**config.mk**
```make
export PLATFORM = sky130hd
export DESIGN_NAME = rob_buffer_flat
export DESIGN_NICKNAME = d
export VERILOG_FILES = /design/src/rtl/rob_buffer_pkg.sv /design/src/rtl/rob_buffer_if.sv /design/src/rtl/rob_buffer.sv /design/src/flat_wrapper.sv
export SDC_FILE = /design/constraint.sdc
export NUM_CORES = 1
export LEC_CHECK = 0
export CORE_MARGIN = 2
export CORE_UTILIZATION = 30
export CTS_CLUSTER_SIZE = 25
export DETAILED_ROUTE_END_ITERATION = 10
export PLACE_DENSITY = 0.5
export SETUP_SLACK_MARGIN = 0.05
export SLEW_MARGIN = 40
export SYNTH_ARGS = -nofsm -noshare
export SYNTH_HDL_FRONTEND = slang
export SYNTH_SLANG_ARGS = --single-unit
```
**constraint.sdc**
```tcl
create_clock -name clk -period 6.16 [get_ports clk]
set_input_delay 1.54 -clock clk [delete_from_list [all_inputs] [get_ports clk]]
set_output_delay 1.54 -clock clk [all_outputs]
set_load 0.1 [all_outputs]
```
**src/rtl/rob_buffer_pkg.sv**
```systemverilog
// Shared types and sizing for the reorder buffer (package rob_pkg).
// Entries are either free, allocated but still waiting for a result,
// or finished and ready to retire.
package rob_pkg;

    localparam int ROB_DEPTH  = 16;
    localparam int ROB_IDX_W  = 4;
    localparam int ROB_DATA_W = 8;
    localparam int ROB_CNT_W  = ROB_IDX_W + 1;

    typedef enum logic [1:0] {
        FREE   = 2'd0,
        ISSUED = 2'd1,
        DONE   = 2'd2
    } rob_state_t;

    typedef struct packed {
        rob_state_t              state;
        logic [ROB_DATA_W-1:0]   flags;
        logic [ROB_DATA_W-1:0]   wbs;
        logic [ROB_DATA_W-1:0]   value;
    } rob_entry_t;

    // Circular pointer advance; the natural 4-bit overflow gives the 15->0 wrap.
    function automatic logic [ROB_IDX_W-1:0] idx_inc(input logic [ROB_IDX_W-1:0] idx);
        return idx + 1'b1;
    endfunction

endpackage

```
**src/rtl/rob_buffer_if.sv**
```systemverilog
// Bundle of dispatch, write-back, retire and status signals of the ROB.
// master: the surrounding pipeline; slave: the ROB itself.
// The flush pulse exists only when ROB_FLUSH_EN is defined.
interface rob_buffer_if
    import rob_pkg::*;
#(
    parameter int DATA_W = ROB_DATA_W
);
    logic                  alloc_valid;
    logic                  alloc_ready;
    logic [ROB_IDX_W-1:0]  alloc_robid;

    logic                  wb_valid;
    logic [ROB_IDX_W-1:0]  wb_robid;
    logic [DATA_W-1:0]     wb_flags;
    logic [DATA_W-1:0]     wb_wbs;
    logic [DATA_W-1:0]     wb_value;

    logic                  commit_valid;
    logic                  commit_ready;
    logic [ROB_IDX_W-1:0]  commit_robid;
    logic [DATA_W-1:0]     commit_flags;
    logic [DATA_W-1:0]     commit_wbs;
    logic [DATA_W-1:0]     commit_value;

    logic [ROB_CNT_W-1:0]  count;
    logic                  full;
    logic                  empty;
    logic                  wb_err;
`ifdef ROB_FLUSH_EN
    logic                  flush;
`endif

    modport master (
        output alloc_valid,
        input  alloc_ready, alloc_robid,
        output wb_valid, wb_robid, wb_flags, wb_wbs, wb_value,
        input  commit_valid,
        output commit_ready,
        input  commit_robid, commit_flags, commit_wbs, commit_value,
`ifdef ROB_FLUSH_EN
        input  flush,
`endif
        input  count, full, empty, wb_err
    );

    modport slave (
        input  alloc_valid,
        output alloc_ready, alloc_robid,
        input  wb_valid, wb_robid, wb_flags, wb_wbs, wb_value,
        output commit_valid,
        input  commit_ready,
        output commit_robid, commit_flags, commit_wbs, commit_value,
`ifdef ROB_FLUSH_EN
        output flush,
`endif
        output count, full, empty, wb_err
    );

endinterface

```
**src/rtl/rob_buffer.sv**
```systemverilog
// Reorder buffer: in-order allocation and retirement, out-of-order
// write-back. Optional feature macro: ROB_FLUSH_EN (commit of an entry
// with flags[7] set frees the whole buffer and pulses flush).
module rob_buffer
    import rob_pkg::*;
#(
    parameter int DEPTH  = ROB_DEPTH,
    parameter int DATA_W = ROB_DATA_W
)(
    input  logic         clk,
    input  logic         rst_n,
    rob_buffer_if.slave  bus
);

    rob_state_t            st        [DEPTH];
    logic [DATA_W-1:0]     flags_mem [DEPTH];
    logic [DATA_W-1:0]     wbs_mem   [DEPTH];
    logic [DATA_W-1:0]     val_mem   [DEPTH];

    logic [ROB_IDX_W-1:0]  head;
    logic [ROB_IDX_W-1:0]  tail;
    logic [ROB_CNT_W-1:0]  count;
    logic                  wb_err;

    rob_entry_t            head_view;
    logic                  full;
    logic                  empty;
    logic                  cvalid;
    logic                  aready;
    logic                  do_alloc;
    logic                  do_commit;
    logic                  wb_is_issued;
    logic                  wb_quiet;
    logic                  wb_hit;
    logic                  wb_miss;
`ifdef ROB_FLUSH_EN
    logic                  flush_q;
    logic                  flush_now;
`endif

    // Head entry view, occupancy and handshake decisions for this cycle.
    always_comb begin
        head_view = '{state: st[head], flags: flags_mem[head],
                      wbs: wbs_mem[head], value: val_mem[head]};
        full      = (count == ROB_CNT_W'(DEPTH));
        empty     = (count == '0);
        cvalid    = (head_view.state == DONE);
        do_commit = cvalid & bus.commit_ready;
`ifdef ROB_FLUSH_EN
        // Hold off dispatch while a flushing entry sits at the head so no
        // freshly granted id is wiped by the flush.
        aready    = ~full & ~(cvalid & head_view.flags[7]);
        flush_now = do_commit & head_view.flags[7];
        wb_quiet  = flush_now | flush_q;
`else
        aready    = ~full;
        wb_quiet  = 1'b0;
`endif
        do_alloc     = bus.alloc_valid & aready;
        // Judged on pre-edge state: a same-cycle alloc of this index still sees FREE.
        wb_is_issued = (st[bus.wb_robid] == ISSUED);
        wb_hit       = bus.wb_valid & wb_is_issued & ~wb_quiet;
        wb_miss      = bus.wb_valid & ~wb_is_issued & ~wb_quiet;
    end

    // Entry states, pointers, occupancy and sticky error.
    always_ff @(posedge clk or negedge rst_n) begin
        if (!rst_n) begin
            for (int i = 0; i < DEPTH; i++) begin
                st[i] <= FREE;
            end
            head   <= '0;
            tail   <= '0;
            count  <= '0;
            wb_err <= 1'b0;
`ifdef ROB_FLUSH_EN
            flush_q <= 1'b0;
`endif
        end else begin
            if (wb_miss) begin
                wb_err <= 1'b1;
            end
`ifdef ROB_FLUSH_EN
            flush_q <= flush_now;
            if (flush_now) begin
                for (int i = 0; i < DEPTH; i++) begin
                    st[i] <= FREE;
                end
                head  <= idx_inc(head);
                tail  <= idx_inc(head);
                count <= '0;
            end else begin
`else
            begin
`endif
                if (do_alloc) begin
                    st[tail] <= ISSUED;
                    tail     <= idx_inc(tail);
                end
                if (wb_hit) begin
                    st[bus.wb_robid] <= DONE;
                end
                if (do_commit) begin
                    st[head] <= FREE;
                    head     <= idx_inc(head);
                end
                case ({do_alloc, do_commit})
                    2'b10:   count <= count + 1'b1;
                    2'b01:   count <= count - 1'b1;
                    default: ;
                endcase
            end
        end
    end

    // Result payload storage; never reset, masked at the outputs instead.
    always_ff @(posedge clk) begin
        if (wb_hit) begin
            flags_mem[bus.wb_robid] <= bus.wb_flags;
            wbs_mem[bus.wb_robid]   <= bus.wb_wbs;
            val_mem[bus.wb_robid]   <= bus.wb_value;
        end
    end

    assign bus.alloc_ready  = aready;
    assign bus.alloc_robid  = tail;
    assign bus.commit_valid = cvalid;
    assign bus.commit_robid = cvalid ? head            : '0;
    assign bus.commit_flags = cvalid ? head_view.flags : '0;
    assign bus.commit_wbs   = cvalid ? head_view.wbs   : '0;
    assign bus.commit_value = cvalid ? head_view.value : '0;
    assign bus.count        = count;
    assign bus.full         = full;
    assign bus.empty        = empty;
    assign bus.wb_err       = wb_err;
`ifdef ROB_FLUSH_EN
    assign bus.flush        = flush_q;
`endif

endmodule

```
**src/flat_wrapper.sv**
```systemverilog
// flat-port wrapper written by rule: the top's interface ports become plain ports
module rob_buffer_flat import rob_pkg::*;
#(
    parameter int DEPTH  = ROB_DEPTH,
    parameter int DATA_W = ROB_DATA_W
)
  (clk, rst_n, bus_alloc_valid, bus_alloc_ready, bus_alloc_robid, bus_wb_valid, bus_wb_robid, bus_wb_flags, bus_wb_wbs, bus_wb_value, bus_commit_valid, bus_commit_ready, bus_commit_robid, bus_commit_flags, bus_commit_wbs, bus_commit_value, bus_count, bus_full, bus_empty, bus_wb_err);
  rob_buffer_if #(.DATA_W(DATA_W)) bus_i ();
  input  logic clk;
  input  logic rst_n;
  input wire logic [$bits(bus_i.alloc_valid)-1:0] bus_alloc_valid;
  output wire logic [$bits(bus_i.alloc_ready)-1:0] bus_alloc_ready;
  output wire logic [$bits(bus_i.alloc_robid)-1:0] bus_alloc_robid;
  input wire logic [$bits(bus_i.wb_valid)-1:0] bus_wb_valid;
  input wire logic [$bits(bus_i.wb_robid)-1:0] bus_wb_robid;
  input wire logic [$bits(bus_i.wb_flags)-1:0] bus_wb_flags;
  input wire logic [$bits(bus_i.wb_wbs)-1:0] bus_wb_wbs;
  input wire logic [$bits(bus_i.wb_value)-1:0] bus_wb_value;
  output wire logic [$bits(bus_i.commit_valid)-1:0] bus_commit_valid;
  input wire logic [$bits(bus_i.commit_ready)-1:0] bus_commit_ready;
  output wire logic [$bits(bus_i.commit_robid)-1:0] bus_commit_robid;
  output wire logic [$bits(bus_i.commit_flags)-1:0] bus_commit_flags;
  output wire logic [$bits(bus_i.commit_wbs)-1:0] bus_commit_wbs;
  output wire logic [$bits(bus_i.commit_value)-1:0] bus_commit_value;
  output wire logic [$bits(bus_i.count)-1:0] bus_count;
  output wire logic [$bits(bus_i.full)-1:0] bus_full;
  output wire logic [$bits(bus_i.empty)-1:0] bus_empty;
  output wire logic [$bits(bus_i.wb_err)-1:0] bus_wb_err;
  assign bus_i.alloc_valid = bus_alloc_valid;
  assign bus_alloc_ready = bus_i.alloc_ready;
  assign bus_alloc_robid = bus_i.alloc_robid;
  assign bus_i.wb_valid = bus_wb_valid;
  assign bus_i.wb_robid = bus_wb_robid;
  assign bus_i.wb_flags = bus_wb_flags;
  assign bus_i.wb_wbs = bus_wb_wbs;
  assign bus_i.wb_value = bus_wb_value;
  assign bus_commit_valid = bus_i.commit_valid;
  assign bus_i.commit_ready = bus_commit_ready;
  assign bus_commit_robid = bus_i.commit_robid;
  assign bus_commit_flags = bus_i.commit_flags;
  assign bus_commit_wbs = bus_i.commit_wbs;
  assign bus_commit_value = bus_i.commit_value;
  assign bus_count = bus_i.count;
  assign bus_full = bus_i.full;
  assign bus_empty = bus_i.empty;
  assign bus_wb_err = bus_i.wb_err;
  rob_buffer #(.DEPTH(DEPTH), .DATA_W(DATA_W)) u_core (.clk(clk), .rst_n(rst_n), .bus(bus_i));
endmodule
```
# ---- Word level (Yosys, flattened, before mapping)
# Memories as Yosys holds them, arrays and structs flattened.
# Index checks and enable logic that the tools add are counted.
dict set report totals {
  regBits 46
  ram_bits 384
  in_bits 33
  output_inout_bits 42
  word_cells 82
  mem_count 3
}
# name depth word_bits read_ports rd_clocked_by_memory_dff wr line_no
set mem_list {}
lappend mem_list {u_core.flags_mem 16 8 1 0 1 rob_buffer.sv:16} ;# logic [DATA_W-1:0] flags_mem [DEPTH];
lappend mem_list {u_core.val_mem 16 8 1 0 1 rob_buffer.sv:18} ;# logic [DATA_W-1:0] val_mem [DEPTH];
lappend mem_list {u_core.wbs_mem 16 8 1 0 1 rob_buffer.sv:17} ;# logic [DATA_W-1:0] wbs_mem [DEPTH];
dict set report classes {
  addsub 4
  order_cmp 6
  n_eq_ne 5
  n_mux 22
  bitwise_logic 17
  n_reduce_logical 5
}
# op n
set ops {}
lappend ops {{two-way mux 32 bit} 3}
lappend ops {{bitwise AND 16 bit} 2}
lappend ops {{bitwise AND 32 bit} 1}
lappend ops {{NOT 16 bit} 2}
lappend ops {{NOT 32 bit} 1}
lappend ops {{bitwise OR 16 bit} 2}
lappend ops {{demux 2 bit (select 4 bit)} 3}
lappend ops {{two-way mux 8 bit} 3}
lappend ops {{binary-select mux 2 bit (select 4 bit)} 2}
lappend ops {{>= comparator 5 bit (second input constant)} 3}
lappend ops {{< comparator 5 x 1 -> 1 bit (second input constant)} 3}
lappend ops {{NOT 4 -> 5 bit} 3}
lappend ops {{two-way mux 2 bit} 7}
lappend ops {{one-hot mux 5 bit (2 select lines)} 1}
lappend ops {{adder 4 x 1 -> 4 bit (second input constant)} 2}
lappend ops {{adder 5 x 1 -> 5 bit (second input constant)} 1}
lappend ops {{equality test 5 bit (second input constant)} 1}
lappend ops {{logical NOT 5 bit} 1}
lappend ops {{subtractor 5 x 1 -> 5 bit (second input constant)} 1}
lappend ops {{bitwise AND 1 bit} 4}
lappend ops {{equality test 2 x 1 -> 1 bit (second input constant)} 2}
lappend ops {{equality test 2 bit (second input constant)} 2}
lappend ops {{two-way mux 4 bit} 1}
lappend ops {{logical AND 1 bit} 3}
lappend ops {{other kinds (3)} 5}

# ---- Logic depth before layout (Yosys ltp)
dict set report depth {
  ltp_word 12
  mapped_depth 14
  ltp_nobuf 12
}

# ---- Worst setup path before layout
# Ideal clock, no wire load.
dict set report synth_timing {
  kind {reg-to-output}
  from {reg u_core.head[0]}
  to {out bus_commit_robid[0]}
  arrival_ns 3.512
  required_time_ns 4.620
  slack_ns 1.108
  path_stages_with_launch 7
  path_buffers 2
  cell_sequence {dfrtp_1 > buf_6 > buf_8 > mux4_2 > a22oi_1 > nand2_2 > nor3_1}
}
dict set report synth_between {
  elab_chain_cells 6
}
# item line_no
set synth_lines {}
lappend synth_lines {{start: declaration} rob_buffer.sv:20} ;# logic [ROB_IDX_W-1:0] head;
lappend synth_lines {{start signal: assignment} rob_buffer.sv:105} ;# head <= idx_inc(head);
lappend synth_lines {{NOT 4 -> 5 bit (implied by the code)} rob_buffer.sv:43} ;# head_view = '{state: st[head], flags: flags_mem[head],
lappend synth_lines {{binary-select mux 2 bit (select 4 bit)} rob_buffer.sv:43}
lappend synth_lines {{two-way mux 2 bit (implied by the code) (2 in series)} rob_buffer.sv:43}
lappend synth_lines {{equality test 2 bit} rob_buffer.sv:47} ;# cvalid = (head_view.state == DONE);
lappend synth_lines {{two-way mux 4 bit (*)} rob_buffer.sv:128} ;# assign bus.commit_robid = cvalid ? head : '0;
lappend synth_lines {{end: declaration} flat_wrapper.sv:21} ;# output wire logic [$bits(bus_i.commit_robid)-1:0] bus_commit_robid;
# Every way passes the cells marked *; elsewhere a longest branch is shown, timed or not. The select of a mux whose other input is x is not followed.

# ---- Worst setup path after layout
dict set report layout_timing {
  from {reg u_core.head[0]}
  to {out bus_commit_flags[0]}
}
dict set report layout_between {
  elab_chain_cells 6
  word_cells_on_any_way 7
  classes_between {eq/ne: 1; mux: 4; bitwise: 1; memory: 1}
}
# item line_no
set layout_lines {}
lappend layout_lines {{NOT 4 -> 5 bit (implied by the code)} rob_buffer.sv:43}
lappend layout_lines {{binary-select mux 2 bit (select 4 bit)} rob_buffer.sv:43}
lappend layout_lines {{two-way mux 2 bit (implied by the code) (2 in series)} rob_buffer.sv:43}
lappend layout_lines {{equality test 2 bit} rob_buffer.sv:47}
lappend layout_lines {{two-way mux 8 bit (*)} rob_buffer.sv:129} ;# assign bus.commit_flags = cvalid ? head_view.flags : '0;
lappend layout_lines {{end: declaration} flat_wrapper.sv:22} ;# output wire logic [$bits(bus_i.commit_flags)-1:0] bus_commit_flags;
# Marked as above.

==> summary.md <==
| Metric | Value |
|---|---|
| Status | finished, final reports clean |
| Post-synth ARST share | 10.7% |
| Finished layout cell area | 0.0206 mm2 |
| P_leak | 0.00677 uW |
| Max VDD drop | 283 uV |
| Post-synth top area cell | edfxtp_1 |
| Max Cap Viol | 0 |
| Gpl congestion | 0.801 |
| Time the worst path needs with I/O delays and setup | 5200 ps |
| Synth area leaders | edfxtp_1 (66%), mux4_2 (17%), dfrtp_1 (6.6%) |
| CTS tree | yes |
| Worst Hold Depth | 1 |
| Fin. max-slew vios | 0 |
| Global-route wire length before repair | 62.0 mm |
| Comb pwr share | 32.7% |
| DRT Pass-1 Iters | 5 |
| Grt total ovfl | 0 |
| Fmax | 192 MHz |
| Worst reg2reg path depth | 12 |
| Post-DP HPWL | 23.3 mm |
| IO buf count | 74 |
| DRT Wirelength | 41.8 mm |
| Prevailing post-synth register cell | edfxtp_1 |
| CP endpoint kind | primary output |
| CP startpoint kind | register |
| # hold bufs at CTS | 0 |
| DRC Markers | 0 |
| Final Skew | 11.8 ps |
| Worst rel slew slack | 45.5% |
| Crit Path Class | register to primary output |
| Period utilisation layout | 84.4% |
| Final number of setup-violating endpoints | 0 |
| Worst-path clk slew | 60 ps |
| Sw frac | 34.1% |
| Vias in the first global route | 9080 |
| Layout area overhead | 17.5% |
| CTS H-tree depth | 2 |
| RSZ-0062 raised after global routing | false |
| ANT nets after route | 0 |
| Total CTS buffers | 45 |
| Layout cell share with drive strength beyond 1 | 28.8% |
| Crit Reg-Reg Endpoint | u_core.bus.count[4]$_DFFE_PN0P_ |
| Die area | 0.0604 mm2 |
| Sequential area share after synthesis | 72.3% |
| # IOs | 75 |
| Post-synthesis area per instance | 20.2 um2 |
| Initial core utilization | 30.4% |
| Flops & latches, synth | 430 |
| Origin of the worst min-delay path | u_core.bus.wb_err$_DFFE_PN0P_ |
| Critical Path RT | 4620 ps |
| Post-DP Area | 0.0191 mm2 |
| Synth warn | 0 |
| PostCTS Resize Cnt | 0 |
| PwrDens | 457 mW/mm2 |
| Clock Latency Late Sink | 560 ps |
| Layout fillers | 5361 |
| Core ar. | 0.0578 mm2 |
| Finished Layout Cells | 1773 |
| Cells after synthesis | 869 |
| Worst hold path type | register to register |
| Placed Cells | 1688 |
| Reg2Reg Launch Point | u_core.head[0]$_DFFE_PN0N_ |
| Hold EP | u_core.bus.wb_err$_DFFE_PN0P_ |
| Hold Vio Cnt, Final | 0 |
| Clock power share | 29.0% |
| P_sw | 3210 uW |
| Synthesized area | 0.0175 mm2 |
| DRT iter0 DRCs | 759 |
| Sink Count | 430 |
| FP Rows | 88 |
| Setup TNS | 0 ps |
| Internal | 6210 uW |
| Post-CTS setup buffer count | 0 |
| Post-Syn Nets | 913 |
| Seq pwr share | 38.2% |
| Critical Path AT | 3660 ps |
| Fin nets | 1015 |
| Post-synth EDFFs | 384 |
| CTS max path bufs | 3 |
| Pin count of the biggest net entering global routing | 94 |
| Wire per inst | 23.6 um |
| Critical path peak fanout | 50 |
| Worst slew pin tran | 815 ps |
| Die width | 246 um |
| Reg2reg setup slack | 2440 ps |
| Gr usage total | 14.0% |
| Clock Tree Root | clkbuf_16 |
| Initial antenna violation count | 2 |
| Overall power | 9420 uW |
| Netlist cell types | 53 |
| Die span in y | 246 um |
| Vias post-DR | 8653 |
| Drt via density | 4.88 |
| Share of the synthesized area in the top cell type | 65.7% |
[routing by layer]
metal / GRT usage [%] / vias up / part of all wire, %
met5: 0 / - / 0.031
met4: 4.55 / 2 / 2.6
met3: 2.23 / 67 / 4.0
met2: 23.1 / 196 / 49
met1: 19.0 / 4600 / 44
li1: - / 3788 / -
[worst max-delay path, stage by stage, from the launching register on]
cell,delay (ps)
dfrtp_4,750
mux4_2,560
a22oi_1,350
nand2_2,230
nor2_4,120
buf_4,540
and2_1,240
buf_4,290
[logic make-up (layout without fill, tap and decap cells)]
| family | after synthesis | after routing | share of synthesized area, % |
|---|---|---|---|
| other cells | 0 | 1 | 0 |
| xor+xnor | 12 | 12 | 0.599 |
| simple gates | 116 | 116 | 3.99 |
| compound gates | 92 | 92 | 3.37 |
| mux | 133 | 133 | 16.9 |
| flops | 430 | 430 | 72.3 |
| fa+ha+maj | 11 | 11 | 0.784 |
| buf+inv | 75 | 213 | 2.09 |
[power by group through the flow]
stage          Combinational, uW  Clock [uW]  Sequential (uW)
3_5_place_dp                3140           0             3660
4_1_cts                     3140        2810             3600
3_3_place_gp                3170           0             3660
6_report                    3080        2730             3600
2_1_floorplan               2310           0             3740
5_1_grt                     3300        2920             3640
[flip-flops by register name (all words and copies together), names as in the netlist]
name                    flops
u_core.wbs_mem            128
u_core.bus.wb_err           1
u_core.flags_mem          128
u_core.bus.alloc_robid      4
u_core.head                 4
u_core.st                  32
u_core.val_mem            128
u_core.bus.count            5
[layout make-up]
class / count / area, um2 / share of cell area (%)
sequential: 430 / 12700 / 61.5
multi-input combinational: 364 / 4560 / 22.1
clock buffer: 56 / 1210 / 5.87
tap: 765 / 957 / 4.64
timing repair buffer: 102 / 823 / 3.99
clock inverter: 27 / 274 / 1.33
inverter: 28 / 105 / 0.510
antenna: 1 / 2.50 / 0.0121
[cells in the final DEF (no fill, tap or decap), types with 17 or more instances in the layout]
cell type          n
dfrtp_1           42
and2_1            30
inv_1             28
a31oi_1           21
mux4_2           130
clkbuf_16         47
buf_2             17
clkdlybuf4s50_1   30
edfxtp_1         384
o21ai_0           19
buf_4             53
a21oi_1           18
[worst max path at each step]
stage	endpoint	start	slack, ps	depth (start not counted)
after floorplan	bus_commit_robid[0]	u_core.head[0]$_DFFE_PN0N_	1110	6
after global placement	bus_commit_robid[0]	u_core.head[0]$_DFFE_PN0N_	1290	5
after detailed placement	bus_commit_value[3]	u_core.head[2]$_DFFE_PN0N_	1480	8
after CTS	bus_commit_wbs[0]	u_core.head[0]$_DFFE_PN0N_	870	7
after global routing	bus_commit_wbs[0]	u_core.head[0]$_DFFE_PN0N_	730	7
final	bus_commit_flags[0]	u_core.head[0]$_DFFE_PN0N_	960	7
[stage by stage]
stage	hold WS, ps	setup slack [ps]	utilization [%]
2_1_floorplan	518	1110	-
3_3_place_gp	451	1290	33.2
3_5_place_dp	451	1480	33.1
4_1_cts	464	866	35.6
5_1_grt	499	734	35.7
6_report	457	958	35.7
[cell usage after synthesis (all sizes together) (2+ instances only)]
| cell | count |
|---|---|
| buf | 29 |
| a22oi | 2 |
| inv | 28 |
| nand3b | 4 |
| o211ai | 4 |
| edfxtp | 384 |
| dfrtp | 46 |
| xnor2 | 7 |
| clkbuf | 18 |
| or3 | 2 |
| nor2b | 5 |
| a32oi | 4 |
| nor3 | 6 |
| a21boi | 4 |
| o31a | 3 |
| nand2b | 4 |
| mux2 | 3 |
| nor3b | 6 |
| nand4 | 2 |
| or2 | 8 |
| a22o | 2 |
| and2 | 30 |
| mux4 | 130 |
| a31oi | 21 |
| nand3 | 4 |
| and3b | 4 |
| nand2 | 11 |
| xor2 | 5 |
| nor2 | 19 |
| a21oi | 18 |
| nor4 | 9 |
| a21o | 8 |
| o2111ai | 3 |
| o21ai | 19 |
| ha | 11 |
(Power assumes the default switching activity.)
